===== src/rtl/ctrl_pkg.sv =====
// Shared constants, types and helpers for the pipelined RV32I control decoder.
// ALU codes, opcode[6:2] values, the control bundle and the trap FSM states.
package ctrl_pkg;

   localparam logic [3:0] ALU_SLL  = 4'd0;
   localparam logic [3:0] ALU_SRA  = 4'd1;
   localparam logic [3:0] ALU_SRL  = 4'd2;
   localparam logic [3:0] ALU_ADD  = 4'd5;
   localparam logic [3:0] ALU_SUB  = 4'd6;
   localparam logic [3:0] ALU_AND  = 4'd7;
   localparam logic [3:0] ALU_OR   = 4'd8;
   localparam logic [3:0] ALU_XOR  = 4'd9;
   localparam logic [3:0] ALU_SLT  = 4'd11;
   localparam logic [3:0] ALU_SLTU = 4'd12;

   localparam logic [4:0] OP_LOAD   = 5'b00000;
   localparam logic [4:0] OP_IALU   = 5'b00100;
   localparam logic [4:0] OP_STORE  = 5'b01000;
   localparam logic [4:0] OP_RTYPE  = 5'b01100;
   localparam logic [4:0] OP_BRANCH = 5'b11000;
   localparam logic [4:0] OP_JALR   = 5'b11001;
   localparam logic [4:0] OP_JAL    = 5'b11011;
   localparam logic [4:0] OP_SYSTEM = 5'b11100;

   typedef enum logic {
      ST_IDLE = 1'b0,
      ST_TRAP = 1'b1
   } trap_state_t;

   typedef struct packed {
      logic [3:0] alu_op;
      logic       alu_src;
      logic       reg_write;
      logic       mem_to_reg;
      logic       mem_write;
      logic       sb;
      logic       s_type;
      logic       beq;
      logic       bne;
      logic       bltu;
      logic       jal;
      logic       jalr;
      logic       csrrsi;
      logic       csrrci;
      logic       ecall;
      logic       uret;
      logic       illegal;
   } ctrl_bundle_t;

   // alt selects SUB over ADD (funct3=000) and SRA over SRL (funct3=101)
   function automatic logic [3:0] alu_from_funct(input logic [2:0] f3, input logic alt);
      logic [3:0] v;
      case (f3)
         3'b000:  v = alt ? ALU_SUB : ALU_ADD;
         3'b001:  v = ALU_SLL;
         3'b010:  v = ALU_SLT;
         3'b011:  v = ALU_SLTU;
         3'b100:  v = ALU_XOR;
         3'b101:  v = alt ? ALU_SRA : ALU_SRL;
         3'b110:  v = ALU_OR;
         3'b111:  v = ALU_AND;
         default: v = ALU_ADD;
      endcase
      return v;
   endfunction

endpackage


===== src/rtl/ctrl_decode_comb.sv =====
// Purely combinational instruction-field to control-bundle decode.
// Any illegal encoding yields an all-zero bundle with only illegal set.
module ctrl_decode_comb
   import ctrl_pkg::*;
#(
   parameter int EN_CSR = 1
) (
   input  logic [4:0]   i_op,
   input  logic [2:0]   i_funct3,
   input  logic         i_f25,
   input  logic         i_f30,
   input  logic         i_ir21,
   output ctrl_bundle_t o_bundle
);

   ctrl_bundle_t w_dec;
   ctrl_bundle_t w_illegal;

   // Field decode; R-type with instr[25] set is an M-extension op, not RV32I
   always_comb begin
      w_dec = '0;
      case (i_op)
         OP_RTYPE: begin
            w_dec.reg_write = 1'b1;
            w_dec.alu_op    = alu_from_funct(i_funct3, i_f30);
            w_dec.illegal   = i_f25;
         end
         OP_IALU: begin
            w_dec.alu_src   = 1'b1;
            w_dec.reg_write = 1'b1;
            w_dec.alu_op    = alu_from_funct(i_funct3, i_f30 && (i_funct3 == 3'b101));
         end
         OP_LOAD: begin
            w_dec.alu_src    = 1'b1;
            w_dec.reg_write  = 1'b1;
            w_dec.mem_to_reg = 1'b1;
            w_dec.alu_op     = ALU_ADD;
            w_dec.illegal    = (i_funct3 != 3'b010);
         end
         OP_STORE: begin
            w_dec.alu_src   = 1'b1;
            w_dec.mem_write = 1'b1;
            w_dec.s_type    = 1'b1;
            w_dec.alu_op    = ALU_ADD;
            w_dec.sb        = (i_funct3 == 3'b000);
            w_dec.illegal   = (i_funct3 != 3'b000) && (i_funct3 != 3'b010);
         end
         OP_BRANCH: begin
            w_dec.alu_op  = ALU_SUB;
            w_dec.beq     = (i_funct3 == 3'b000);
            w_dec.bne     = (i_funct3 == 3'b001);
            w_dec.bltu    = (i_funct3 == 3'b110);
            w_dec.illegal = !(w_dec.beq || w_dec.bne || w_dec.bltu);
         end
         OP_JAL: begin
            w_dec.jal       = 1'b1;
            w_dec.reg_write = 1'b1;
         end
         OP_JALR: begin
            w_dec.jalr      = 1'b1;
            w_dec.alu_src   = 1'b1;
            w_dec.reg_write = 1'b1;
            w_dec.alu_op    = ALU_ADD;
         end
         OP_SYSTEM: begin
            case (i_funct3)
               3'b000: begin
                  w_dec.ecall = !i_ir21;
                  w_dec.uret  = i_ir21;
               end
               3'b110: begin
                  w_dec.csrrsi    = (EN_CSR != 0);
                  w_dec.reg_write = (EN_CSR != 0);
                  w_dec.illegal   = (EN_CSR == 0);
               end
               3'b111: begin
                  w_dec.csrrci    = (EN_CSR != 0);
                  w_dec.reg_write = (EN_CSR != 0);
                  w_dec.illegal   = (EN_CSR == 0);
               end
               default: w_dec.illegal = 1'b1;
            endcase
         end
         default: w_dec.illegal = 1'b1;
      endcase
   end

   // Illegal bundle: nothing writes, branches or jumps
   always_comb begin
      w_illegal         = '0;
      w_illegal.illegal = 1'b1;
   end

   assign o_bundle = w_dec.illegal ? w_illegal : w_dec;

endmodule


===== src/rtl/ctrl_unit_pipe.sv =====
// Registered ID/EX control decoder with valid/ready, stall/flush handling and
// a trap sequencer that blocks new instructions while ecall/uret complete.
module ctrl_unit_pipe
   import ctrl_pkg::*;
#(
   parameter int ALUOP_W     = 4,
   parameter int TRAP_CYCLES = 2,
   parameter int EN_CSR      = 1
) (
   input  logic               Clock,
   input  logic               Reset_n,
   input  logic               in_valid,
   output logic               in_ready,
   input  logic [4:0]         OP,
   input  logic [2:0]         Funct3,
   input  logic               F25,
   input  logic               F30,
   input  logic               IR21,
   input  logic               stall,
   input  logic               flush,
   output logic               out_valid,
   output logic [ALUOP_W-1:0] ALU_OP,
   output logic               ALU_SRC,
   output logic               RegWrite,
   output logic               MemToReg,
   output logic               MemWrite,
   output logic               SB,
   output logic               S_type,
   output logic               Beq,
   output logic               Bne,
   output logic               BLTU,
   output logic               JAL,
   output logic               Jalr,
   output logic               CSRRSI,
   output logic               CSRRCI,
   output logic               ecall,
   output logic               uret,
   output logic               illegal,
   output logic               trap_busy
);

   localparam logic [3:0] TRAP_LOAD = 4'(TRAP_CYCLES);

   ctrl_bundle_t w_dec;
   ctrl_bundle_t r_bundle;
   logic         r_valid;
   trap_state_t  r_state;
   trap_state_t  w_state_nxt;
   logic [3:0]   r_cnt;
   logic [3:0]   w_cnt_nxt;
   logic         w_accept;
   logic         w_trap_start;

   ctrl_decode_comb #(.EN_CSR(EN_CSR)) u_decode (
      .i_op     (OP),
      .i_funct3 (Funct3),
      .i_f25    (F25),
      .i_f30    (F30),
      .i_ir21   (IR21),
      .o_bundle (w_dec)
   );

   assign in_ready     = !stall && (r_state == ST_IDLE);
   assign w_accept     = in_valid && in_ready;
   assign w_trap_start = w_accept && !flush && (w_dec.ecall || w_dec.uret);

   // ID/EX register: flush > stall > accept > bubble
   always_ff @(posedge Clock) begin
      if (!Reset_n) begin
         r_valid  <= 1'b0;
         r_bundle <= '0;
      end else if (flush) begin
         r_valid  <= 1'b0;
         r_bundle <= '0;
      end else if (stall) begin
         r_valid  <= r_valid;
         r_bundle <= r_bundle;
      end else if (w_accept) begin
         r_valid  <= 1'b1;
         r_bundle <= w_dec;
      end else begin
         r_valid  <= 1'b0;
         r_bundle <= '0;
      end
   end

   // Trap sequencer state and hold counter
   always_ff @(posedge Clock) begin
      if (!Reset_n) begin
         r_state <= ST_IDLE;
         r_cnt   <= 4'd0;
      end else begin
         r_state <= w_state_nxt;
         r_cnt   <= w_cnt_nxt;
      end
   end

   // Counter keeps running through stall and flush once a trap has started
   always_comb begin
      w_state_nxt = r_state;
      w_cnt_nxt   = r_cnt;
      case (r_state)
         ST_IDLE: begin
            if (w_trap_start) begin
               w_state_nxt = ST_TRAP;
               w_cnt_nxt   = TRAP_LOAD;
            end else begin
               w_state_nxt = ST_IDLE;
               w_cnt_nxt   = 4'd0;
            end
         end
         ST_TRAP: begin
            if (r_cnt <= 4'd1) begin
               w_state_nxt = ST_IDLE;
               w_cnt_nxt   = 4'd0;
            end else begin
               w_state_nxt = ST_TRAP;
               w_cnt_nxt   = r_cnt - 4'd1;
            end
         end
         default: begin
            w_state_nxt = ST_IDLE;
            w_cnt_nxt   = 4'd0;
         end
      endcase
   end

   // r_bundle is all-zero whenever r_valid is low, so the controls are valid-gated
   assign out_valid = r_valid;
   assign ALU_OP    = ALUOP_W'(r_bundle.alu_op);
   assign ALU_SRC   = r_bundle.alu_src;
   assign RegWrite  = r_bundle.reg_write;
   assign MemToReg  = r_bundle.mem_to_reg;
   assign MemWrite  = r_bundle.mem_write;
   assign SB        = r_bundle.sb;
   assign S_type    = r_bundle.s_type;
   assign Beq       = r_bundle.beq;
   assign Bne       = r_bundle.bne;
   assign BLTU      = r_bundle.bltu;
   assign JAL       = r_bundle.jal;
   assign Jalr      = r_bundle.jalr;
   assign CSRRSI    = r_bundle.csrrsi;
   assign CSRRCI    = r_bundle.csrrci;
   assign ecall     = r_bundle.ecall;
   assign uret      = r_bundle.uret;
   assign illegal   = r_bundle.illegal;
   assign trap_busy = (r_state != ST_IDLE);

endmodule


===== config.mk =====
export PLATFORM = sky130hd
export DESIGN_NAME = ctrl_unit_pipe
export DESIGN_NICKNAME = d
export VERILOG_FILES = /design/src/rtl/ctrl_pkg.sv /design/src/rtl/ctrl_decode_comb.sv /design/src/rtl/ctrl_unit_pipe.sv
export SDC_FILE = /design/constraint.sdc
export NUM_CORES = 1
export LEC_CHECK = 0
export ABC_CLOCK_PERIOD_IN_PS = 2100
export BUFFER_PORTS_ARGS = -buffer_cell sky130_fd_sc_hd__buf_2
export CAP_MARGIN = 20
export CORE_MARGIN = 5
export CORE_UTILIZATION = 50
export CTS_CLUSTER_DIAMETER = 30
export DETAILED_ROUTE_END_ITERATION = 7
export PLACE_DENSITY = 0.78
export SLEW_MARGIN = 20
export SYNTH_ARGS = -nofsm -noshare
export SYNTH_HDL_FRONTEND = slang
export SYNTH_SLANG_ARGS = --single-unit

===== constraint.sdc =====
create_clock -name Clock -period 2.1 [get_ports Clock]
set_input_delay 0.105 -clock Clock [delete_from_list [all_inputs] [get_ports Clock]]
set_output_delay 0.105 -clock Clock [all_outputs]
set_load 0.01 [all_outputs]

* After elaboration in Yosys (flattened, before gate mapping) *
Index checks and enable logic that the tools add are counted.

word-level totals
  register bits after elaboration = 26
  bits of input ports = 16
  output and inout port bits = 23
  word-level logic and storage cells = 92

operators by class
  add/sub/neg operators = 1
  order comparisons = 1
  equal/unequal tests = 15
  muxes and demuxes = 30
  bitwise gates (word level) = 2
  reductions and logical operators = 23

operators by type and width
  cell                   number
  $pmux W4 S8            2
  $mux W20               2
  $eq A5 B5 Y1 const B   4
  $pmux W4 S4            1
  $eq A3 B3 Y1 const B   4
  $mux W2                6
  $mux W1                11
  $eq A5 B4 Y1 const B   2
  $reduce_or A3 Y1       3
  $mux W4                2
  $pmux W4 S2            1
  $eq A3 B2 Y1 const B   2
  $logic_and A1 B1 Y1    6
  $mux W3                2
  $pmux W1 S6            1
  $eq A5 B3 Y1 const B   1
  $logic_not A5 Y1       1
  $reduce_or A5 Y1       1
  $le A4 B1 Y1 const B   1
  $logic_not A1 Y1       4
  $pmux W1 S2            2
  $reduce_or A2 Y1       2
  $reduce_or A4 Y1       1
  $sub A4 B1 Y4 const B  1
  6 further kinds        9

* Logic depth before layout (Yosys ltp) *
  depth after elaboration = 10
  mapped depth = 8

* Cells and area by module *
From an unflattened synthesis, not the netlist that was laid out.

unflattened totals
  cell total of the unflattened synthesis = 158
  area total of the unflattened synthesis = 1358.8 µm²

modules (own cells, without submodules)
  module            times used  cells an instance  area an instance (µm²)
  ctrl_unit_pipe    1           74                 895.9
  ctrl_decode_comb  1           84                 462.9

* Worst setup path after synthesis *
No wires, ideal clock.

  kind = input port to flip-flop
  start point = input OP[0]
  end point = register r_cnt[1]
  library setup time = 0.078 ns
  arrival time = 1.724 ns
  required time = 2.022 ns
  slack = 0.298 ns
  cell stages on the path = 7
  buffers on the path = 2
  cell sequence = buf_6 -> or3b_1 -> buf_2 -> or4_4 -> nand2b_4 -> or3_1 -> o21ai_0

on the way
  cells in the longest elaborated chain, start to end = 8
  elaborated cells on any way between the ends = 16
  classes of those cells = eq/ne (7); mux (5); reduce/logical (4)

RTL lines
  item                                          RTL line                text
  start: declaration                            ctrl_unit_pipe.sv:14    input logic [4:0] OP,
  $eq A5 B5 Y1 or $eq A5 B3 Y1 (tied branches)  ctrl_decode_comb.sv:22  case (i_op)
  $reduce_or A3 Y1 (no line)                    -
  $pmux W1 S6                                   ctrl_decode_comb.sv:22
  $mux W20 *                                    ctrl_decode_comb.sv:94  assign o_bundle = w_dec.illegal ? w_illegal : w_dec;
  $logic_or A1 B1 Y1 *                          ctrl_unit_pipe.sv:65    assign w_trap_start = w_accept && !flush && (w_dec.ecall || w_dec.uret);
  $logic_and A1 B1 Y1 *                         ctrl_unit_pipe.sv:65
  $mux W2 *                                     ctrl_unit_pipe.sv:104   if (w_trap_start) begin
  $pmux W4 S2 *                                 ctrl_unit_pipe.sv:102   case (r_state)
  end signal: assignment                        ctrl_unit_pipe.sv:94    r_cnt <= w_cnt_nxt;
  end: declaration                              ctrl_unit_pipe.sv:49    logic [3:0] r_cnt;

Mark *: on every way between the ends. The rest lies on a longest branch, timed or not.
A chain may end at the register's enable or synchronous reset.

* Worst setup path after layout *
  start point = register r_state, in the netlist trap_busy
  end point = register r_bundle (netlist bit MemWrite)

on the way
  cells in the longest elaborated chain, start to end = 4

RTL lines
  item                      RTL line              text
  start: declaration        ctrl_unit_pipe.sv:47  trap_state_t r_state;
  start signal: assignment  ctrl_unit_pipe.sv:93  r_state <= w_state_nxt;
  $not A1 Y1                -
  $logic_and A1 B1 Y1       ctrl_unit_pipe.sv:63  assign in_ready = !stall && (r_state == ST_IDLE);
  $logic_and A1 B1 Y1       ctrl_unit_pipe.sv:64  assign w_accept = in_valid && in_ready;
  $mux W20                  ctrl_unit_pipe.sv:78  end else if (w_accept) begin
  end signal: assignment    ctrl_unit_pipe.sv:77  r_bundle <= r_bundle;
  end signal: assignment    ctrl_unit_pipe.sv:80  r_bundle <= w_dec;
  end: declaration          ctrl_unit_pipe.sv:45  ctrl_bundle_t r_bundle;

Every way passes these cells.

==> impl_metrics.toml <==
[critical_path]
worstSetupEndpointType = "flip-flop"
path_delay_family = "simple AND/OR/NAND/NOR gates"
slowest_stage = "or3_1"
cp.buffers_inverters = 0
crit_fanout = 12
crit_required_ns = 2.35
worstPathCellList = "or3_1 > nor2_1 > nand4_1 > o31ai_1"
path_class = "flip-flop to flip-flop"
startpoint_type = "flip-flop"
cpPeakStageDelay_ns = 0.42
crit_arrival_ns = 2.04

[floorplanning]
die_x_um = 60.1
start_util = 0.516
die-area_sq_mm = 0.00362
core_sq_mm = 0.00243
io-pin-count = 39
rows = 18
die_h_um = 60.1

[clocking]
tritoncts.num_buffers = 3
tritoncts = "built"
clkTransAtPathRegs_ns = 0.14
cts_hold_buf = 0
cts_max_level = 1
clockRootBuffer = "clkbuf_4"
ctsResizeCount = 0
ctsLongestPathBuffers = 2
insertion_delay_ns = 0.33
post-cts-setup-buffers = 0
cts_num_sinks = 25

[yosys]
synthSimpleGateAreaFrac = 0.309
ys_warn_count = 0
async_flop_share = 0
yosysSeqAreaShare = 0.398
synthTopCellsByCount = "dfxtp_1 (25), nand2_1 (24), nor2_1 (19), o21ai_0 (17), clkbuf_1 (8)"
ys_ff_latch = 25
post_synth.cell_area_avg_sq_um = 7.71
synth_xor_area_frac = 0.0139
ys_top_cells_by_area = "dfxtp_1 (40%), nand2_1 (7.2%), o21ai_0 (6.8%)"
synth_compound_area_frac = 0.187
synth.most_common_cell = "dfxtp_1"
yosysTopAreaCell = "dfxtp_1"
synthMuxAreaShare = 0.00797
syn_area_sq_mm = 0.00126
synth_nets = 181
ys.flop_type = "dfxtp_1"
synth_edf_count = 0
synthAdderAreaFrac = 0.0199
ys_types = 40
netlist.area_leader.share = 0.398
synth_cells = 163
synth_top_family_by_area = "simple AND/OR/NAND/NOR gates"

[placed_design]
gp_congestion = 0.898
place_ws_ns = 0.170
hpwl_um = 2420
numPortBuffers = 38

[timing]
finalCriticalPeriod_ns = 1.79
slew_headroom = 0.414
fin_crit_sh = 0.852
finClkSkew_ns = 0.00960
drv_slew = 0
final_hold_viol_count = 0
rsz0062_at_grt = "no"
setup_viol = 0
tns_ns = 0
fmax_mhz = 559
setup_ws_ns = 0.310
tightest_slew_ns = 0.868

[global_routing]
grt_max_degree = 17
grt_use_total = 0.188
overflow = 0
antenna_found_initial = 0
grt_pass1_wl_um = 5150
first_global_vias = 1211

[cells_and_area]
nets = 215
seq_area_sq_um = 500
fillCellCount = 240
multiInputGateArea_sq_um = 676
antennaDiodeCount = 0
area_growth_pct = 17.4
layout-drive-gt1-share = 0.250

[power_and_ir_drop]
p_switching_uw = 211
p_seq_frac = 0.596
p_int_uw = 588
total_power_uw = 799
comb_power_share = 0.126
ir_worst_vdd_uv = 469
total_leakage_power_nw = 0.632
clkPwrFrac = 0.278
swShare = 0.264
pwr_density_cell_mw_per_mm2 = 542

[routing]
avgViaCountPerCell = 5.58
first_pass_iters = 4
vias = 1260
drtAntennaViolNets = 0
drt-total-wl_um = 3030
wire_per_inst_um = 13.4
drcViolationCount = 0
drt-initial-drc-count = 52

[worst_hold_path]
hp-class = "primary input to flip-flop"

[job]
maxCapViolations = 0

[run_status]
status = "finished clean"
## per-layer routing
layer | global-route usage | share of wire | up-vias
met5 | 0 | 0 | -
met4 | 0.0981 | 0.025 | 0
met3 | 0.0454 | 0.088 | 8
met2 | 0.330 | 0.49 | 59
met1 | 0.206 | 0.40 | 557
li1 | - | - | 636
## path summary, 6_finish.rpt
| check | slack [ns] | depth (start not counted) | to | from |
|---|---|---|---|---|
| worst max-delay path | 0.31 | 4 | MemWrite | trap_busy |
| worst min-delay path | 0.02 | 3 | uret | IR21 |
| worst max register to register | 0.31 | 4 | MemWrite | trap_busy |
| worst min register to register | 0.46 | 2 | JAL | JAL |
## layout make-up
class / count / area share
Timing Repair Buffer: 41 / 0.144
Clock buffer: 3 / 0.0153
Tap cell: 30 / 0.0254
Multi-Input combinational cell: 121 / 0.458
Inverter: 5 / 0.0127
Clock inverter: 1 / 0.00509
Sequential cell: 25 / 0.339
## logic make-up after synthesis
logic type,count (synthesis)
and+or+nand+nor,78
muxes,1
DFF,25
buffers and inverters,17
adders and majority gates,2
xor gates and xnor gates,2
AOI/OAI and AO/OA,38
## power groups by stage
stage,Sequential (mW),Combinational [mW],Clock (mW)
after CTS,0.477,0.0990,0.232
final,0.477,0.100,0.222
after floorplan,0.488,0.0652,0
after detailed placement,0.487,0.0982,0
after global placement,0.487,0.0950,0
after global routing,0.477,0.112,0.248
## stage by stage
stage,util,hold WS (ns),std cells,instance area (sq um)
floorplan,-,0.245,163,1260
global placement,0.594,0.366,222,1450
detailed placement,0.594,0.371,222,1450
CTS,0.606,0.00926,226,1480
global route,0.606,0.00781,226,1480
finish,0.606,0.0155,226,1480
## layout by cell type, fill, tap and decap left out, types with 2 or more instances in the layout
cell type / synthesis / final
nand3_1: 4 / 4
or3_1: 6 / 6
nor2b_1: 3 / 3
o32ai_1: 2 / 2
buf_2: 1 / 38
xnor2_1: 2 / 2
nor2_1: 19 / 19
or2_2: 2 / 2
o21ai_0: 17 / 17
clkbuf_4: 0 / 3
nand2_1: 24 / 24
nor3_1: 5 / 5
a21oi_1: 6 / 6
nand2b_1: 4 / 4
a31oi_1: 2 / 2
ha_1: 2 / 2
inv_1: 5 / 5
o31ai_1: 2 / 2
nand4_1: 3 / 3
dfxtp_1: 25 / 25
buf_4: 2 / 3
## tightest hold or removal path, stage by stage
cell	delay, ns
buf_2	0.09
a22oi_1	0.05
nor2_1	0.08
Note: power is estimated with default switching activity, not from simulation.
